===== src/rtl/core_bus_arbiter.sv =====
// Arbitrates one Wishbone classic master between the MEM-stage data port and the fetch port.
// Data is served first and fetch second. stall_pipl holds the pipeline until both transfers finish.
module core_bus_arbiter #(
  parameter int unsigned TIMEOUT_CYCLES = 255
) (
  input  logic        clk,
  input  logic        reset_n,
  input  logic        i_req,
  input  logic [31:0] i_addr,
  output logic [31:0] i_rdata,
  output logic        i_err,
  input  logic        d_req,
  input  logic        d_we,
  input  logic [2:0]  d_op,
  input  logic [31:0] d_addr,
  input  logic [31:0] d_wdata,
  output logic [31:0] d_rdata,
  output logic        d_err,
  output logic        stall_pipl,
  output logic        wb_cyc_o,
  output logic        wb_stb_o,
  output logic        wb_we_o,
  output logic [31:0] wb_adr_o,
  output logic [31:0] wb_dat_o,
  output logic [3:0]  wb_sel_o,
  input  logic [31:0] wb_dat_i,
  input  logic        wb_ack_i,
  input  logic        wb_err_i
);

  typedef enum logic [1:0] {
    S_IDLE  = 2'd0,
    S_DATA  = 2'd1,
    S_FETCH = 2'd2,
    S_DONE  = 2'd3
  } state_t;

  localparam logic [7:0] TMO_LIM = 8'(TIMEOUT_CYCLES);

  function automatic logic misalign(input logic [2:0] op, input logic [1:0] a);
    case (op[1:0])
      2'b00:   misalign = 1'b0;
      2'b01:   misalign = a[0];
      default: misalign = (a != 2'b00);
    endcase
  endfunction

  function automatic logic [3:0] lane_sel(input logic [2:0] op, input logic [1:0] a);
    case (op[1:0])
      2'b00:   lane_sel = 4'b0001 << a;
      2'b01:   lane_sel = 4'b0011 << {a[1], 1'b0};
      default: lane_sel = 4'b1111;
    endcase
  endfunction

  function automatic logic [31:0] lane_dat(input logic [2:0] op, input logic [31:0] w);
    case (op[1:0])
      2'b00:   lane_dat = {4{w[7:0]}};
      2'b01:   lane_dat = {2{w[15:0]}};
      default: lane_dat = w;
    endcase
  endfunction

  // Shift the addressed lane down, then sign- or zero-extend by op[2].
  function automatic logic [31:0] ld_extract(input logic [2:0] op, input logic [1:0] a,
                                             input logic [31:0] data);
    logic [31:0] sh;
    sh = data >> {a, 3'b000};
    case (op[1:0])
      2'b00:   ld_extract = op[2] ? {24'h000000, sh[7:0]} : {{24{sh[7]}}, sh[7:0]};
      2'b01:   ld_extract = op[2] ? {16'h0000, sh[15:0]} : {{16{sh[15]}}, sh[15:0]};
      default: ld_extract = sh;
    endcase
  endfunction

  state_t      state_r, state_nxt_s;
  logic [7:0]  tmo_r;
  logic [31:0] d_addr_r;
  logic [2:0]  d_op_r;
  logic        d_we_r;
  logic [31:2] i_addr_r;
  logic        i_pend_r;
  logic        cyc_nxt_s, stb_nxt_s, we_nxt_s;
  logic [31:0] adr_nxt_s, dat_nxt_s;
  logic [3:0]  sel_nxt_s;
  logic        tmo_hit_s, term_s, bus_err_s, d_mis_s, unused_ok_s;

  assign unused_ok_s = &{1'b0, i_addr[1:0]};
  assign tmo_hit_s   = (tmo_r == TMO_LIM);
  assign term_s      = wb_ack_i | wb_err_i | tmo_hit_s;
  assign bus_err_s   = wb_err_i | (tmo_hit_s & ~wb_ack_i);
  assign d_mis_s     = d_req & misalign(d_op, d_addr[1:0]);

  // Pipeline freeze, combinational from state and live requests
  always_comb begin
    if ((state_r == S_DATA) || (state_r == S_FETCH)) begin
      stall_pipl = 1'b1;
    end else if (state_r == S_IDLE) begin
      stall_pipl = i_req | d_req;
    end else begin
      stall_pipl = 1'b0;
    end
  end

  // Next-state and next bus values; bus registers hold unless a transfer starts or ends
  always_comb begin
    state_nxt_s = state_r;
    cyc_nxt_s   = wb_cyc_o;
    stb_nxt_s   = wb_stb_o;
    we_nxt_s    = wb_we_o;
    adr_nxt_s   = wb_adr_o;
    sel_nxt_s   = wb_sel_o;
    dat_nxt_s   = wb_dat_o;
    case (state_r)
      S_IDLE: begin
        if (d_req && !d_mis_s) begin
          state_nxt_s = S_DATA;
          cyc_nxt_s   = 1'b1;
          stb_nxt_s   = 1'b1;
          we_nxt_s    = d_we;
          adr_nxt_s   = {d_addr[31:2], 2'b00};
          sel_nxt_s   = lane_sel(d_op, d_addr[1:0]);
          dat_nxt_s   = lane_dat(d_op, d_wdata);
        end else if (i_req) begin
          state_nxt_s = S_FETCH;
          cyc_nxt_s   = 1'b1;
          stb_nxt_s   = 1'b1;
          we_nxt_s    = 1'b0;
          adr_nxt_s   = {i_addr[31:2], 2'b00};
          sel_nxt_s   = 4'b1111;
          dat_nxt_s   = 32'h0000_0000;
        end else if (d_req) begin
          state_nxt_s = S_DONE;
        end else begin
          state_nxt_s = S_IDLE;
        end
      end
      S_DATA: begin
        if (term_s && i_pend_r) begin
          state_nxt_s = S_FETCH;
          we_nxt_s    = 1'b0;
          adr_nxt_s   = {i_addr_r, 2'b00};
          sel_nxt_s   = 4'b1111;
          dat_nxt_s   = 32'h0000_0000;
        end else if (term_s) begin
          state_nxt_s = S_DONE;
          cyc_nxt_s   = 1'b0;
          stb_nxt_s   = 1'b0;
          we_nxt_s    = 1'b0;
          adr_nxt_s   = 32'h0000_0000;
          sel_nxt_s   = 4'b0000;
          dat_nxt_s   = 32'h0000_0000;
        end else begin
          state_nxt_s = S_DATA;
        end
      end
      S_FETCH: begin
        if (term_s) begin
          state_nxt_s = S_DONE;
          cyc_nxt_s   = 1'b0;
          stb_nxt_s   = 1'b0;
          we_nxt_s    = 1'b0;
          adr_nxt_s   = 32'h0000_0000;
          sel_nxt_s   = 4'b0000;
          dat_nxt_s   = 32'h0000_0000;
        end else begin
          state_nxt_s = S_FETCH;
        end
      end
      S_DONE:  state_nxt_s = S_IDLE;
      default: state_nxt_s = S_IDLE;
    endcase
  end

  // State, bus registers and request latches
  always_ff @(posedge clk or negedge reset_n) begin
    if (!reset_n) begin
      state_r  <= S_IDLE;
      wb_cyc_o <= 1'b0;
      wb_stb_o <= 1'b0;
      wb_we_o  <= 1'b0;
      wb_adr_o <= 32'h0000_0000;
      wb_sel_o <= 4'b0000;
      wb_dat_o <= 32'h0000_0000;
      d_addr_r <= 32'h0000_0000;
      d_op_r   <= 3'b000;
      d_we_r   <= 1'b0;
      i_addr_r <= 30'h0000_0000;
      i_pend_r <= 1'b0;
    end else begin
      state_r  <= state_nxt_s;
      wb_cyc_o <= cyc_nxt_s;
      wb_stb_o <= stb_nxt_s;
      wb_we_o  <= we_nxt_s;
      wb_adr_o <= adr_nxt_s;
      wb_sel_o <= sel_nxt_s;
      wb_dat_o <= dat_nxt_s;
      if ((state_r == S_IDLE) && (d_req || i_req)) begin
        d_addr_r <= d_addr;
        d_op_r   <= d_op;
        d_we_r   <= d_we;
        i_addr_r <= i_addr[31:2];
        i_pend_r <= i_req;
      end
    end
  end

  // Wait-state counter, cleared whenever no transfer is in progress or one terminates
  always_ff @(posedge clk or negedge reset_n) begin
    if (!reset_n) begin
      tmo_r <= 8'd0;
    end else if (((state_r == S_DATA) || (state_r == S_FETCH)) && !term_s) begin
      tmo_r <= tmo_r + 8'd1;
    end else begin
      tmo_r <= 8'd0;
    end
  end

  // Result registers: captured at termination; error flags drop on leaving DONE
  always_ff @(posedge clk or negedge reset_n) begin
    if (!reset_n) begin
      d_rdata <= 32'h0000_0000;
      d_err   <= 1'b0;
      i_rdata <= 32'h0000_0000;
      i_err   <= 1'b0;
    end else begin
      case (state_r)
        S_IDLE: begin
          if (d_mis_s) begin
            d_rdata <= 32'h0000_0000;
            d_err   <= 1'b1;
          end
        end
        S_DATA: begin
          if (term_s) begin
            d_err   <= bus_err_s;
            d_rdata <= (bus_err_s || d_we_r) ? 32'h0000_0000
                                             : ld_extract(d_op_r, d_addr_r[1:0], wb_dat_i);
          end
        end
        S_FETCH: begin
          if (term_s) begin
            i_err   <= bus_err_s;
            i_rdata <= bus_err_s ? 32'h0000_0000 : wb_dat_i;
          end
        end
        S_DONE: begin
          d_err <= 1'b0;
          i_err <= 1'b0;
        end
        default: begin
          d_err <= 1'b0;
          i_err <= 1'b0;
        end
      endcase
    end
  end

endmodule


===== config.mk =====
export PLATFORM = sky130hd
export DESIGN_NAME = core_bus_arbiter
export DESIGN_NICKNAME = d
export VERILOG_FILES = /design/src/rtl/core_bus_arbiter.sv
export SDC_FILE = /design/constraint.sdc
export NUM_CORES = 1
export LEC_CHECK = 0
export BUFFER_PORTS_ARGS = -buffer_cell sky130_fd_sc_hd__buf_2
export CORE_ASPECT_RATIO = 0.5
export CORE_MARGIN = 1
export CORE_UTILIZATION = 35
export CTS_CLUSTER_SIZE = 25
export DETAILED_ROUTE_END_ITERATION = 7
export GPL_ROUTABILITY_DRIVEN = 0
export GPL_TIMING_DRIVEN = 0
export PLACE_DENSITY_LB_ADDON = 0.2
export SLEW_MARGIN = 20
export SYNTH_ARGS = -nofsm -noshare
export SYNTH_HDL_FRONTEND = slang
export SYNTH_SLANG_ARGS = --single-unit

===== constraint.sdc =====
create_clock -name clk -period 5.9 [get_ports clk]
set_input_delay 0.59 -clock clk [delete_from_list [all_inputs] [get_ports clk]]
set_output_delay 0.59 -clock clk [all_outputs]
set_load 0.01 [all_outputs]

==> run_results.csv <==
group,metric,value,unit
logic_synthesis,ys_ff_latch,183,
timing,relSlewSlack,41.0,%
die,std_cell_rows,40,
critical_path,path_cells,"inv_1 -> ha_1 -> o21ai_0 -> clkbuf_1 -> buf_2 -> nand2_1 -> buf_2",
timing,timing.final.ws_setup,2.59,ns
routing,vias,7719,
placed_design,place_area,10700,um^2
power,power,5580,uW
routing,wl,28.7,mm
critical_path,cp-end-kind,"output pin",
critical_path,r2r-start,"state_r[0]$_DFF_PN0_",
critical_path,rr_worst_depth,7,
clock_tree,cts_resized,0,
critical_path,path_buf_inv,4,
clock_tree,htreeDepth,4,
timing,fin_crit_sh,56.2,%
logic_synthesis,ys_seq_area_share,51.9,%
power,vdd_drop_max,0.212,mV
critical_path,cp_common_cell,"buf_2",
clock_tree,cts_buffer_depth,2,
worst_hold_path,hold_class,"in2async",
power,leakage,0.00550,uW
grt,grt.overflow.total,0,
logic_synthesis,yosysWarnings,0,
logic_synthesis,synth.avg_cell_area,11.9,um^2
die,core,24400,um^2
critical_path,slowest_stage,"clkbuf_1",
power,p_int,3480,uW
power,power_frac_seq,34.9,%
grt,grt_pass1_vias,7809,
final_layout,fin_area,11300,um^2
die,die_area,25900,um^2
critical_path,critPathMaxFanout,10,
critical_path,critPathLaunchType,"register",
routing,drc_errors,0,
grt,antenna_found_initial,1,
routing,drt_iter0_markers,578,
clock_tree,cts_tree,"done",
placed_design,io_buffers,272,
critical_path,crit_required,5.31,ns
critical_path,slowest_delay,0.62,ns
power,powerDensity,493,nW/um^2
grt,grt.busiest_layer,"met2",
timing,finalClockSkew,0.00970,ns
power,switching_power,2090,uW
logic_synthesis,synth_edf_count,0,
die,die_h,114,um
power,power.share.switching,37.5,%
timing,finalCriticalPeriod,3.31,ns
timing,finalSetupViolations,0,
placed_design,dp_hpwl,21.2,mm
grt,grtUsageMet3,5.16,%
timing,tightest_slew,0.879,ns
critical_path,critPathTopFamily,"buffers and inverters",
critical_path,crit_type,"reg2out",
final_layout,final_nets,1180,
timing,slew_violations,0,
grt,grt_use_total,22.6,%
outcome,status,"completed",
logic_synthesis,synth_ff_type,"dfrtp_1",
critical_path,cp.arrival,2.72,ns
die,die_w,227,um
clock_tree,cts-root-buf,"clkbuf_16",
routing,dr.pass1.iters,5,
timing,hold_viol_final,0,
grt,grt_util_met2,35.9,%
clock_tree,numCtsBuffers,17,
timing,rsz0062_at_grt,"false",
die,io_pins,276,
timing,setup_tns,0,ns
clock_tree,cts.clk_slew.worst_paths,0.07,ns
logic_synthesis,synth_area,8830,um^2
clock_tree,clkLatencyLatePin,0.45,ns
placed_design,pre_cts_ws,2.77,ns
power,p_comb_share,42.8,%
routing,ant_nets,0,
final_layout,final_layout_size_suffix_gt1_share,39.0,%
logic_synthesis,synth_cells,742,
grt,grt_pass1_wl,44.6,mm
run,cap_violations,0,
grt,gr-usage-met1,30.7,%
critical_path,r2r_end,"wb_adr_o[13]$_DFFE_PN0P_",
logic_synthesis,ys_async_sr_fraction,100,%
final_layout,area_growth_syn_to_layout,28.1,%
die,start_util,36.2,%
grt,grt_max_degree,73,
power,power_frac_clock,22.3,%
clock_tree,clock_sinks,183,
clock_tree,cts_hold_buf,0,
clock_tree,cts_setup_buffers,0,
routing,viasPerCell,5.58,
timing,fmax,302,MHz
routing,wire_per_inst,20.8,um
critical_path,reg2reg_slack,3.04,ns
logic_synthesis,yosysUniqueCellTypes,57,
logic_synthesis,syn_nets,887,
## registers in the layout, indices dropped and copies added, names as in the netlist
| name | flops |
|---|---|
| d_rdata | 32 |
| d_we_r | 1 |
| d_op_r | 3 |
| i_pend_r | 1 |
| wb_sel_o | 4 |
| tmo_r | 8 |
| i_err | 1 |
| wb_we_o | 1 |
| wb_adr_o | 32 |
| state_r | 2 |
| d_addr_r | 2 |
| wb_dat_o | 32 |
| wb_cyc_o | 1 |
| i_rdata | 32 |
| d_err | 1 |
| i_addr_r | 30 |
## final cells by class
class                           count  area [um^2]
Antenna cell                        1         2.50
Fill cell                        2315        13100
Timing Repair Buffer              274         1430
Multi-Input combinational cell    475         3880
Clock buffer                       19          453
Buffer                             71          322
Clock inverter                     11          175
Inverter                           13         48.8
Sequential cell                   183         4580
Tap cell                          336          420
## synthesized netlist by cell type (all sizes together) (3+ instances only)
cell	number	area, um^2
buf	24	145
dfrtp	183	4580
and2	4	25.0
a221o	47	472
inv	13	48.8
nand2b	7	43.8
a32oi	8	70.1
a22o	52	455
o21a	3	22.5
nand3	4	25.0
xnor2	4	35.0
clkbuf	47	176
nand2	22	82.6
o21ai	18	90.1
o311ai	32	280
o2bb2ai	17	149
mux2	69	777
ha	7	87.6
o31ai	3	22.5
nor2	23	86.3
nand4	31	200
a211oi	7	52.6
and3	6	37.5
mux2i	35	350
nor3	3	15.0
a21oi	43	215
## logic make-up after synthesis
group / after synthesis / synth area share [%]
AOI/OAI and AO/OA: 247 / 22.3
xor gates and xnor gates: 6 / 0.595
adders and majority gates: 7 / 0.992
buffers and inverters: 84 / 4.20
DFF: 183 / 51.9
muxes: 106 / 13.3
and+or+nand+nor: 109 / 6.75
## routing by layer
| metal | vias up | share of wire, % |
|---|---|---|
| li1 | 3496 | - |
| met1 | 3941 | 46 |
| met2 | 249 | 47 |
| met3 | 33 | 5.5 |
| met4 | 0 | 1.7 |
| met5 | - | 0 |
## stage by stage
| stage | cells | utilization (%) | hold slack [ns] |
|---|---|---|---|
| after floorplan | 742 | - | 0.294 |
| after global placement | 1350 | 43.5 | 0.442 |
| after detailed placement | 1352 | 43.8 | 0.444 |
| after CTS | 1382 | 46.4 | 0.0643 |
| after global routing | 1382 | 46.4 | 0.0773 |
| final | 1383 | 46.4 | 0.0645 |
## cell usage in the layout (no fill, tap or decap), drive strengths merged, types with 8 or more instances in the layout
cell type	n
mux2	69
inv	13
a21oi	43
nor2	23
dfrtp	183
o2bb2ai	17
o21ai	18
nand4	31
nand2	22
a22o	52
o311ai	32
a221o	47
clkbuf	66
buf	298
a32oi	8
mux2i	35
## power by group through the flow
stage                     sequential [uW]  clock [uW]  combinational, uW
after global placement               1950           0               2350
after detailed placement             1960           0               2390
after CTS                            1950        1270               2400
after floorplan                      2070           0               1420
final                                1950        1240               2390
after global routing                 2000        1320               2610
## how the worst max path moves through the flow
stage	from	endpoint	depth (start not counted)
after CTS	state_r[0]$_DFF_PN0_	stall_pipl	7
after floorplan	d_req	stall_pipl	5
final	state_r[0]$_DFF_PN0_	stall_pipl	7
after detailed placement	d_req	stall_pipl	7
after global placement	reset_n	i_rdata[30]$_DFFE_PN0P_	1
after global routing	state_r[0]$_DFF_PN0_	stall_pipl	7
(Power assumes the default switching activity.)
